<file path="config.mk">
export PLATFORM = sky130hd
export DESIGN_NAME = decoder_scan_ctrl
export DESIGN_NICKNAME = d
export VERILOG_FILES = /design/src/rtl/decoder_scan_ctrl.sv
export SDC_FILE = /design/constraint.sdc
export NUM_CORES = 1
export LEC_CHECK = 0
export BUFFER_PORTS_ARGS = -buffer_cell sky130_fd_sc_hd__buf_2
export CAP_MARGIN = 25
export CORE_ASPECT_RATIO = 1.5
export CORE_MARGIN = 3
export CORE_UTILIZATION = 23
export CTS_BUF_LIST = sky130_fd_sc_hd__clkbuf_16
export DETAILED_ROUTE_END_ITERATION = 8
export GPL_TIMING_DRIVEN = 0
export SETUP_SLACK_MARGIN = 0.02
export SYNTH_ARGS = -nofsm -noshare
export SYNTH_HDL_FRONTEND = slang
export SYNTH_SLANG_ARGS = --single-unit
</file>
<file path="constraint.sdc">
create_clock -name clk -period 2.4 [get_ports clk]
set_input_delay 0.24 -clock clk [delete_from_list [all_inputs] [get_ports clk]]
set_output_delay 0.24 -clock clk [all_outputs]
set_load 0.02 [all_outputs]
</file>
<file path="src/rtl/decoder_scan_ctrl.sv">
// decoder_scan_ctrl: drives the select (x) and enable (en) inputs of a
// 2^SEL_W-output decoder. It steps x through channels 0..last_sel. Each
// channel holds en high for a programmable dwell and is followed by an
// optional en-low blanking gap. After last_sel it wraps back to channel 0.
// Optional macro SCAN_ONESHOT_EN adds the oneshot input (single sweep) and
// the done output (one-cycle pulse on every IDLE entry from a scan).
module decoder_scan_ctrl #(
   parameter int SEL_W        = 3,
   parameter int DWELL_W      = 8,
   parameter int BLANK_CYCLES = 1
) (
   input  logic               clk,
   input  logic               rst,
   input  logic               start,
   input  logic               stop,
   input  logic [DWELL_W-1:0] dwell,
   input  logic [SEL_W-1:0]   last_sel,
`ifdef SCAN_ONESHOT_EN
   input  logic               oneshot,
   output logic               done,
`endif
   output logic [SEL_W-1:0]   x,
   output logic               en,
   output logic               busy,
   output logic               wrap_pulse
);

   localparam int BLANK_W    = (BLANK_CYCLES > 1) ? $clog2(BLANK_CYCLES) : 1;
   localparam int BLANK_LOAD = (BLANK_CYCLES > 0) ? BLANK_CYCLES - 1 : 0;

   typedef enum logic [1:0] {IDLE, DWELL, BLANK} state_t;

   state_t             state, state_n;
   logic [SEL_W-1:0]   x_n;
   logic               en_n, busy_n, wrap_n;
   logic               stop_pending, stop_pending_n;
   logic [DWELL_W-1:0] dwell_cnt, dwell_cnt_n;
   logic [BLANK_W-1:0] blank_cnt, blank_cnt_n;

   // Scan configuration captured on an accepted start
   logic [DWELL_W-1:0] dwell_lat;
   logic [SEL_W-1:0]   last_lat;

   logic               to_idle, advance, stop_now, at_last, sweep_end;
   logic [DWELL_W-1:0] dwell_m1;
   logic [SEL_W-1:0]   next_x;

   // A dwell of 0 behaves as 1; the counter holds remaining cycles minus one
   assign dwell_m1 = (dwell == '0) ? '0 : dwell - 1'b1;
   assign stop_now = stop_pending | stop;
   assign at_last  = (x == last_lat);
   assign next_x   = at_last ? '0 : x + 1'b1;

`ifdef SCAN_ONESHOT_EN
   logic oneshot_lat;
   assign sweep_end = oneshot_lat & at_last;
`else
   assign sweep_end = 1'b0;
`endif

   // Latch scan configuration only when a start is accepted in IDLE
   always_ff @(posedge clk) begin
      if (state == IDLE && start) begin
         dwell_lat <= dwell_m1;
         last_lat  <= last_sel;
`ifdef SCAN_ONESHOT_EN
         oneshot_lat <= oneshot;
`endif
      end
   end

   // Next-state and registered-output values for the scan sequencer
   always_comb begin
      state_n        = state;
      x_n            = x;
      en_n           = en;
      busy_n         = busy;
      wrap_n         = 1'b0;
      stop_pending_n = stop_pending;
      dwell_cnt_n    = dwell_cnt;
      blank_cnt_n    = blank_cnt;
      to_idle        = 1'b0;
      advance        = 1'b0;
      case (state)
         IDLE: begin
            // stop is meaningless here, so start wins even if both are high
            if (start) begin
               state_n        = DWELL;
               x_n            = '0;
               en_n           = 1'b1;
               busy_n         = 1'b1;
               dwell_cnt_n    = dwell_m1;
               stop_pending_n = 1'b0;
            end
         end
         DWELL: begin
            if (stop) stop_pending_n = 1'b1;
            // A stop never shortens the dwell; it is acted on at its end
            if (dwell_cnt != '0) begin
               dwell_cnt_n = dwell_cnt - 1'b1;
            end else if (stop_now || sweep_end) begin
               to_idle = 1'b1;
            end else if (BLANK_CYCLES > 0) begin
               state_n     = BLANK;
               en_n        = 1'b0;
               blank_cnt_n = BLANK_W'(BLANK_LOAD);
            end else begin
               advance = 1'b1;
            end
         end
         BLANK: begin
            if (stop) stop_pending_n = 1'b1;
            if (blank_cnt != '0) begin
               blank_cnt_n = blank_cnt - 1'b1;
            end else if (stop_now) begin
               to_idle = 1'b1;
            end else begin
               advance = 1'b1;
            end
         end
         default: to_idle = 1'b1;
      endcase
      // Move to the next channel; wrapping from last_sel flags wrap_pulse
      if (advance) begin
         state_n     = DWELL;
         x_n         = next_x;
         en_n        = 1'b1;
         wrap_n      = at_last;
         dwell_cnt_n = dwell_lat;
      end
      if (to_idle) begin
         state_n        = IDLE;
         x_n            = '0;
         en_n           = 1'b0;
         busy_n         = 1'b0;
         stop_pending_n = 1'b0;
         dwell_cnt_n    = '0;
         blank_cnt_n    = '0;
      end
   end

   // State and output registers with synchronous reset
   always_ff @(posedge clk) begin
      if (rst) begin
         state        <= IDLE;
         x            <= '0;
         en           <= 1'b0;
         busy         <= 1'b0;
         wrap_pulse   <= 1'b0;
         stop_pending <= 1'b0;
         dwell_cnt    <= '0;
         blank_cnt    <= '0;
      end else begin
         state        <= state_n;
         x            <= x_n;
         en           <= en_n;
         busy         <= busy_n;
         wrap_pulse   <= wrap_n;
         stop_pending <= stop_pending_n;
         dwell_cnt    <= dwell_cnt_n;
         blank_cnt    <= blank_cnt_n;
      end
   end

`ifdef SCAN_ONESHOT_EN
   // done pulses on the first IDLE cycle after any scan ends
   always_ff @(posedge clk) begin
      if (rst) done <= 1'b0;
      else     done <= to_idle;
   end
`endif

endmodule

</file>
==> reports/metrics.yaml, run 1 <==
power:
  leakage_nw: 0.741
  finalPower_w: 0.00188
  powerDensity_nw_per_um2: 986
  max-vdd-ir-drop_mv: 0.348
drt:
  first_pass_iters: 4
  first_iter_violations: 65
  wl_met3_um: 149
  drtAntennaViolNets: 0
  post_drt_wl_per_cell_um: 14.2
  met1_length_um: 1720
  top_layer: "met4"
  vias: 1382
  drc_errors: 0
  wl_um: 3920
  wl_met2_um: 1970
  routed_via_density: 4.99
floorplan:
  start_util: 0.244
  die_x_um: 74.7
  die_area_sq_um: 8140
  coreArea_sq_um: 6670
  num_rows: 36
  ios: 21
  die_h_um: 109
placement:
  routabilityCongestion: 0.813
  preCtsSetupSlack_ns: 0.190
  io_buffers: 20
  dpl.cell_count: 273
  dp_hpwl_um: 2960
grt:
  globalRouteOverflowTotal: 0
  grt_start_max_net_pins: 17
  grt_pass1_vias: 1408
  grt_use_total: 0.106
  grt_pass1_wl_um: 6650
  antenna_found_initial: 0
final_layout:
  instances_no_fill: 277
  drive_gt1_frac: 0.199
  area_delta_synth_final_pct: 17.2
  ff_latch_area_sq_um: 651
  fillers: 715
  multi_input_comb_area_sq_um: 915
  antenna_cells: 0
  final_util: 0.286
  fin_nets: 227
yosys:
  synthTopCellsByArea: "edfxtp_1 20%, dfxtp_1 20%, ha_1 7.7%, nor2_1 4.4%, a21oi_1 4.3%"
  synthArstFlopShare: 0
  yosysMostFrequentCell: "nor2_1"
  ys.flop_type: "dfxtp_1"
  synth_common_cells: "19 x nor2_1, 16 x dfxtp_1, 14 x a21oi_1"
  syn_inst: 177
  synth_edf_count: 11
  synth_seq_cells: 27
  synth_top_cell_by_area: "edfxtp_1"
  synth_cell_type_count: 43
  yosysSeqAreaShare: 0.400
  yosys.area.top_type_share: 0.203
  syn_nets: 202
  synth_area_sq_um: 1630
  synth.avg_cell_area_sq_um: 9.19
  synth-warning-count: 0
worst_setup_path:
  crit_slowest_cell: "nor3b_1"
  reg2reg_depth: 7
  critical_path_depth: 7
  crit_path_max_incr_delay_ns: 0.39
  crit_path_end_kind: "register"
  start_kind: "register"
  worst-path-buf-inv: 2
  cp_top_family: "simple AND/OR/NAND/NOR gates"
  critPathRequiredTime_ns: 2.55
  r2r_slack_ns: 0.17
  reg2reg_from: "dwell_cnt[0]"
  path_class: "reg -> reg"
  r2r-end: "dwell_cnt[3]"
  critPathMaxFanout: 10
  crit_chain: "inv_1 > ha_1 > nor3b_1 > and3_1 > a2bb2oi_2 > buf_2 > a211oi_1"
  crit_arrival_ns: 2.38
clock_tree:
  clk_pin_slew_ns: 0.07
  clock_path_buffers: 2
  cts_root_buffer: "clkbuf_16"
  cts_num_sinks: 27
  cts_buffers: 3
  ctsHoldBuffers: 0
  cts_tree: "done"
  h-tree-depth: 1
  clk_latency_ns: 0.27
timing:
  max_slew.worst_pin.slew_ns: 0.713
  setup_viol: 0
  finalMaxSlewViolations: 0
  layout_setup_ws_ns: 0.167
  final_hold_viol_count: 0
  rsz0062_at_grt: "no"
  max_freq_mhz: 448
  finalClockSkew_ns: 0.00606
  tns_ns: 0
  post-route-period-util: 0.930
  post-route-min-period_ns: 2.23
  relSlewSlack: 0.518
job:
  drv_cap: 0
min_path:
  worstHoldStart: "last_sel[2]"
  holdCritPathClass: "in -> reg"
  min_path_cells: 1
  holdPathEnd: "last_lat[2]"
outcome:
  status: "finished, final reports clean"
## layout make-up
type                            instances  area share
Buffer                                  7      0.0177
Clock buffer                            3      0.0394
Clock inverter                          1     0.00394
Inverter                                8      0.0157
Multi-Input combinational cell        135       0.480
Sequential cell                        27       0.341
Tap cell                               76      0.0499
Timing Repair Buffer                   20      0.0525
## worst max path at each step
stage,from,to,slack (ns)
after floorplan,en,dwell_cnt[3],0.53
after global placement,en,dwell_cnt[3],0.16
after detailed placement,en,dwell_cnt[3],0.19
after CTS,state[1],dwell_cnt[3],0.18
after global routing,dwell_cnt[0],x[0],0.05
final,dwell_cnt[0],dwell_cnt[3],0.17
## layer usage
layer	GRT usage	vias to the layer above
met3	0.0138	6
met4	0.0471	0
met1	0.126	651
li1	-	696
met5	0	-
met2	0.184	29
## repair_timing
action                                  in CTS  in global routing
buffers inserted                             0                  0
endpoints found under the setup margin       0                  8
gates resized for setup                      0                  4
hold endpoints to repair                     0                  0
## stage by stage
stage / area (sq um) / hold WS (ns)
6_report: 1910 / 0.144
5_1_grt: 1910 / 0.140
4_1_cts: 1900 / 0.143
3_5_place_dp: 1820 / 0.419
3_3_place_gp: 1820 / 0.418
2_1_floorplan: 1630 / 0.319
## layout by cell type (no fill, tap or decap), drive strengths merged, types with 3 or more instances in the layout
master / count
nand3: 10
xnor2: 7
mux2: 4
nor3b: 3
nor2: 19
a211oi: 6
nand2: 9
nor3: 6
inv: 8
a31oi: 3
or4: 4
clkbuf: 9
o31ai: 3
buf: 21
ha: 10
dfxtp: 16
o21ai: 8
edfxtp: 11
a21oi: 15
## logic make-up (layout without fill, tap and decap cells)
kind of cell	after synthesis	in the layout	synth area share
simple gates	65	65	0.208
mux	6	6	0.0400
buf+inv	15	39	0.0377
xor+xnor	9	9	0.0485
fa+ha+maj	10	10	0.0769
compound gates	45	45	0.188
flops	27	27	0.400
## worst register-to-register path: cells and delay by family, from the launching register on
kind / cells / cell delay [ns]
compound gates: 2 / 0.43
fa+ha+maj: 1 / 0.16
buf+inv: 2 / 0.45
flops: 1 / 0.36
simple gates: 2 / 0.71
## where the power goes
group	switching, W	leakage, nW	total [W]	internal [W]
Sequential	0.0000860	0.236	0.000676	0.000590
Combinational	0.000470	0.468	0.000807	0.000337
Clock	0.000171	0.0371	0.000398	0.000227
## sequential cells by signal (all words and copies together), names as in the netlist
name          count
last_lat          3
stop_pending      1
dwell_lat         8
busy              1
dwell_cnt         8
x                 3
en                1
state             1
wrap_pulse        1
Power figures use the tool's default switching activity.
==> inputs of run 2 (changes only) <==
Settings changed: RECOVER_POWER set to 100.
==> reports/metrics.yaml, run 2 (synthesis results as in run 1) <==
placement:
  io_buffers: 20  # unchanged
  dp_hpwl_um: 2960  # unchanged
  preCtsSetupSlack_ns: 0.190  # unchanged
  routabilityCongestion: 0.813  # unchanged
drt:
  drtAntennaViolNets: 0  # unchanged
  vias: 1382  # unchanged
  wl_um: 3950  # was 3920 um
  first_pass_iters: 4  # unchanged
  drc_errors: 0  # unchanged
  post_drt_wl_per_cell_um: 14.2  # about the same
  first_iter_violations: 66  # was 65
  routed_via_density: 4.99  # unchanged
final_layout:
  final_common_cell: "nor2_1"  # was buf_2
  largestRegisters: "dwell_cnt (8), dwell_lat (8)"  # unchanged
  fin_nets: 227  # unchanged
  area_delta_synth_final_pct: 16.4  # was 17.2%
  drive_gt1_frac: 0.149  # was 0.199
  layout_common_cells: "19 x nor2_1, 16 x dfxtp_1, 14 x a21oi_1, 13 x buf_2, 11 x edfxtp_1"  # was 21 x buf_2, 19 x nor2_1, 16 x dfxtp_1, 14 x a21oi_1, 11 x edfxtp_1
  antenna_cells: 0  # unchanged
grt:
  grt_use_total: 0.106  # unchanged
  grt_start_max_net_pins: 17  # unchanged
  globalRouteOverflowTotal: 0  # unchanged
  grt_pass1_wl_um: 6650  # unchanged
  antenna_found_initial: 0  # unchanged
  grt_pass1_vias: 1408  # unchanged
timing:
  layout_setup_ws_ns: 0.162  # was 0.167 ns
  post-route-min-period_ns: 2.24  # was 2.23 ns
  rsz0062_at_grt: "no"  # unchanged
  tns_ns: 0  # unchanged
  final_hold_viol_count: 0  # unchanged
  hold-worst-slack_ns: 0.145  # was 0.144 ns
  setup_viol: 0  # unchanged
  finalMaxSlewViolations: 0  # unchanged
  max_slew.worst_pin.slew_ns: 0.724  # was 0.713 ns
  relSlewSlack: 0.511  # was 0.518
  max_freq_mhz: 447  # was 448 MHz
  post-route-period-util: 0.933  # was 0.930
  finalClockSkew_ns: 0.00594  # was 0.00606 ns
clock_tree:
  clk_pin_slew_ns: 0.07  # about the same
  clock_path_buffers: 2  # unchanged
  cts_buffers: 3  # unchanged
  cts_root_buffer: "clkbuf_16"  # unchanged
  cts_tree: "done"  # unchanged
  cts_num_sinks: 27  # unchanged
  clk_latency_ns: 0.27  # about the same
  h-tree-depth: 1  # unchanged
  ctsHoldBuffers: 0  # unchanged
power:
  leakage_nw: 0.712  # was 0.741 nW
  powerDensity_nw_per_um2: 987  # was 986 nW/um^2
  clock_power_share: 0.213  # was 0.211
  netSwitchingFraction: 0.387  # was 0.386
  max-vdd-ir-drop_mv: 0.347  # was 0.348 mV
  combPwrFrac: 0.425  # was 0.429
  power_switching_w: 0.000723  # was 0.000726 W
  p_seq_frac: 0.362  # was 0.360
  intPower_w: 0.00115  # about the same
job:
  drv_cap: 0  # unchanged
worst_setup_path:
  critPathRequiredTime_ns: 2.55  # about the same
  crit_path_max_incr_delay_ns: 0.39  # about the same
  worst-path-buf-inv: 2  # unchanged
  crit_slowest_cell: "nor3b_1"  # unchanged
  cp_top_family: "simple AND/OR/NAND/NOR gates"  # unchanged
  crit_chain: "inv_1 > ha_1 > nor3b_1 > and3_1 > a2bb2oi_2 > clkbuf_2 > a211oi_1"  # was inv_1 > ha_1 > nor3b_1 > and3_1 > a2bb2oi_2 > buf_2 > a211oi_1
  crit_path_end_kind: "register"  # unchanged
  setup.worst_path.start: "dwell_cnt[0]"  # unchanged
  critical_path_depth: 7  # unchanged
  start_kind: "register"  # unchanged
  crit_arrival_ns: 2.39  # was 2.38 ns
  path_class: "reg -> reg"  # unchanged
  critPathMaxFanout: 10  # unchanged
  reg2reg_from: "dwell_cnt[0]"  # unchanged
  r2r_slack_ns: 0.16  # was 0.17 ns
  reg2reg_depth: 7  # unchanged
min_path:
  worstHoldStart: "last_sel[2]"  # unchanged
  min_path_cells: 1  # unchanged
  holdCritPathClass: "in -> reg"  # unchanged
floorplan:
  start_util: 0.244  # unchanged
  die_h_um: 109  # unchanged
  coreArea_sq_um: 6670  # unchanged
  die_area_sq_um: 8140  # unchanged
  num_rows: 36  # unchanged
  ios: 21  # unchanged
  die_x_um: 74.7  # unchanged
outcome:
  status: "finished, final reports clean"  # unchanged
-- run 2: cell types whose count changed in the layout (fill, tap and decap cells not counted) --
cell      change
buf_2         -8
clkbuf_1      +7
mux2_1        +2
mux2_2        -2
a211oi_1      +1
a211oi_2      -1
and2_0        +1
and2_1        -1
clkbuf_2      +1
-- run 2: metal layers --
| layer | up-vias | global-route usage | part of all wire |
|---|---|---|---|
| met1 | 645 | 0.126 | 0.44 |
| met2 | 35 | 0.184 | 0.50 |
| met3 | 6 | 0.0138 | 0.045 |
| met5 | - | 0 | 0 |
| li1 | 696 | - | - |
| met4 | 0 | 0.0471 | 0.022 |
-- run 2: timing repair --
action | 4_1_cts | 5_1_grt
resized for setup | 0 | 4
endpoints found under the setup margin | 0 | 8
buffers inserted | 0 | 0
-- run 2: worst paths after layout --
path	end
hold reg to reg	busy
setup reg to reg	dwell_cnt[7]
setup / recovery	dwell_cnt[7]
hold / removal	last_lat[2]
-- run 2: power groups by stage --
stage	Sequential, W	Clock, W	Combinational (W)
after floorplan	0.000683	0	0.000597
final	0.000677	0.000397	0.000795
after global routing	0.000691	0.000419	0.000888
after detailed placement	0.000686	0	0.000799
after CTS	0.000676	0.000403	0.000805
after global placement	0.000683	0	0.000784
-- run 2: cell type report --
cell class	instances	area, sq um
inverters	8	30.0
clock inverters	1	7.51
plain buffers	7	33.8
multi-input cells	135	910
clock buffers	3	75.1
well taps	76	95.1
flip-flops and latches	27	651
fillers	718	4770
repair buffers	20	91.3
-- run 2: metrics by stage --
step / total power, W / util / cells / area, sq um
finish: 0.00187 / 0.284 / 277 / 1890
CTS: 0.00188 / 0.286 / 277 / 1900
floorplan: 0.00128 / - / 177 / 1630
detailed placement: 0.00149 / 0.273 / 273 / 1820
global placement: 0.00147 / 0.273 / 273 / 1820
global route: 0.00200 / 0.284 / 277 / 1890
==> inputs of run 3 (changes only) <==
Settings changed: REMOVE_ABC_BUFFERS set to 1.
==> reports/metrics.yaml, run 3 (synthesis results as in run 1) <==
worst_setup_path:
  reg2reg_from: "dwell_cnt[0]"  # unchanged
  critPathMaxFanout: 15  # was 10
  crit_path_max_incr_delay_ns: 0.43  # was 0.39 ns
  crit_slowest_cell: "a2bb2oi_4"  # was nor3b_1
  setup.worst_path.start: "dwell_cnt[0]"  # unchanged
  reg2reg_depth: 7  # unchanged
  start_kind: "register"  # unchanged
  r2r_slack_ns: 0.28  # was 0.16 ns
  crit_path_end: "en"  # was dwell_cnt[7]
  path_class: "reg -> reg"  # unchanged
  r2r-end: "en"  # was dwell_cnt[7]
  crit_chain: "inv_1 > ha_1 > nor3b_1 > and3_1 > a2bb2oi_4 > a21oi_1 > o21a_1"  # was inv_1 > ha_1 > nor3b_1 > and3_1 > a2bb2oi_2 > clkbuf_2 > a211oi_1
  crit_arrival_ns: 2.28  # was 2.39 ns
  crit_path_end_kind: "register"  # unchanged
  critPathRequiredTime_ns: 2.56  # was 2.55 ns
floorplan:
  coreArea_sq_um: 6670  # unchanged
  ios: 21  # unchanged
  die_h_um: 109  # unchanged
  die_x_um: 74.7  # unchanged
  num_rows: 36  # unchanged
  start_util: 0.244  # unchanged
  die_area_sq_um: 8140  # unchanged
grt:
  grt_pass1_wl_um: 6230  # was 6650 um
  grt_start_max_net_pins: 21  # was 17
  antenna_found_initial: 0  # unchanged
  grt_pass1_vias: 1294  # was 1408
  grt_use_total: 0.0966  # was 0.106
  globalRouteOverflowTotal: 0  # unchanged
power:
  max-vdd-ir-drop_mv: 0.298  # was 0.347 mV
  powerDensity_nw_per_um2: 983  # was 987 nW/um^2
  leakage_nw: 0.692  # was 0.712 nW
clock_tree:
  cts_num_sinks: 27  # unchanged
  postCtsSetupBuffers: 0  # unchanged
  clk_latency_ns: 0.26  # was 0.27 ns
  cts_tree: "done"  # unchanged
  cts_resized: 1  # was 0
  clk_pin_slew_ns: 0.07  # about the same
  ctsHoldBuffers: 0  # unchanged
  clock_path_buffers: 2  # unchanged
  h-tree-depth: 1  # unchanged
  cts_root_buffer: "clkbuf_16"  # unchanged
  cts_buffers: 3  # unchanged
timing:
  hold-worst-slack_ns: 0.147  # was 0.145 ns
  finalClockSkew_ns: 0.00317  # was 0.00594 ns
  final_hold_viol_count: 0  # unchanged
  finalMaxSlewViolations: 0  # unchanged
  setup_viol: 0  # unchanged
  max_slew.worst_pin.slew_ns: 0.622  # was 0.724 ns
  post-route-min-period_ns: 2.12  # was 2.24 ns
  rsz0062_at_grt: "no"  # unchanged
  max_freq_mhz: 472  # was 447 MHz
  relSlewSlack: 0.580  # was 0.511
  post-route-period-util: 0.883  # was 0.933
  layout_setup_ws_ns: 0.282  # was 0.162 ns
outcome:
  status: "finished, final reports clean"  # unchanged
drt:
  vias: 1326  # was 1382
  wl_um: 3680  # was 3950 um
  first_pass_iters: 4  # unchanged
  routed_via_density: 4.91  # was 4.99
  post_drt_wl_per_cell_um: 13.6  # was 14.2 um
  drtAntennaViolNets: 0  # unchanged
  first_iter_violations: 69  # was 66
  drc_errors: 0  # unchanged
min_path:
  worstHoldStart: "last_sel[0]"  # was last_sel[2]
  holdCritPathClass: "in -> reg"  # unchanged
placement:
  routabilityCongestion: 0.792  # was 0.813
  dp_hpwl_um: 2690  # was 2960 um
  postPlaceCellArea_sq_um: 1790  # was 1820 sq um
  preCtsSetupSlack_ns: -0.0112  # was 0.190 ns
  io_buffers: 20  # unchanged
job:
  drv_cap: 0  # unchanged
final_layout:
  largestRegisters: "dwell_cnt (8), dwell_lat (8)"  # unchanged
  fin_nets: 220  # was 227
  antenna_cells: 0  # unchanged
  area_delta_synth_final_pct: 15.2  # was 16.4%
  final_common_cell: "nor2_1"  # unchanged
  drive_gt1_frac: 0.124  # was 0.149
  fin_area_sq_um: 1870  # was 1890 sq um
  layout_common_cells: "19 x nor2_1, 16 x dfxtp_1, 14 x a21oi_1, 13 x buf_2, 11 x edfxtp_1"  # unchanged
-- run 3: per-layer routing --
metal / global-route usage / up-vias / share of wire / wire length, um
li1: - / 681 / - / -
met1: 0.119 / 621 / 0.44 / 1630
met2: 0.169 / 19 / 0.51 / 1890
met3: 0.0120 / 5 / 0.025 / 93
met4: 0.0344 / 0 / 0.018 / 67
met5: 0 / - / 0 / 0
-- run 3: cell type report --
type | instances | area [sq um]
fill | 733 | 4790
multi-input combinational | 135 | 923
sequential | 27 | 651
tap | 76 | 95.1
timing repair buffer | 20 | 91.3
clock buffer | 3 | 75.1
inverter | 8 | 30.0
clock inverter | 1 | 7.51
-- run 3: power by group --
group          switching, W  internal (W)  leakage, nW
combinational      0.000448      0.000322        0.418
sequential        0.0000883      0.000590        0.236
clock              0.000166      0.000227       0.0371
total              0.000702       0.00114        0.692
-- run 3: worst min path at each step --
stage                     slack [ns]  depth (start not counted)     endpoint
after floorplan                 0.32                          1   wrap_pulse
after global placement          0.42                          1  last_lat[2]
after detailed placement        0.42                          1  last_lat[1]
after CTS                       0.15                          1  last_lat[1]
after global routing            0.14                          1  last_lat[2]
final                           0.15                          1  last_lat[0]
-- run 3: stage by stage --
step                      utilization  power [W]  instances  TNS, ns
final                           0.281    0.00184        270        0
after floorplan                     -    0.00127        170        0
after detailed placement        0.269    0.00145        266  -0.0112
after global routing            0.281    0.00198        270        0
after CTS                       0.283    0.00186        270        0
after global placement          0.269    0.00145        266  -0.0110
-- run 3: critical path, delay by kind of cell, from the launching register on --
family	cells	cell delay, ns
buf+inv	1	0.12
compound gates	3	0.63
flops	1	0.36
fa+ha+maj	1	0.17
simple gates	2	0.74
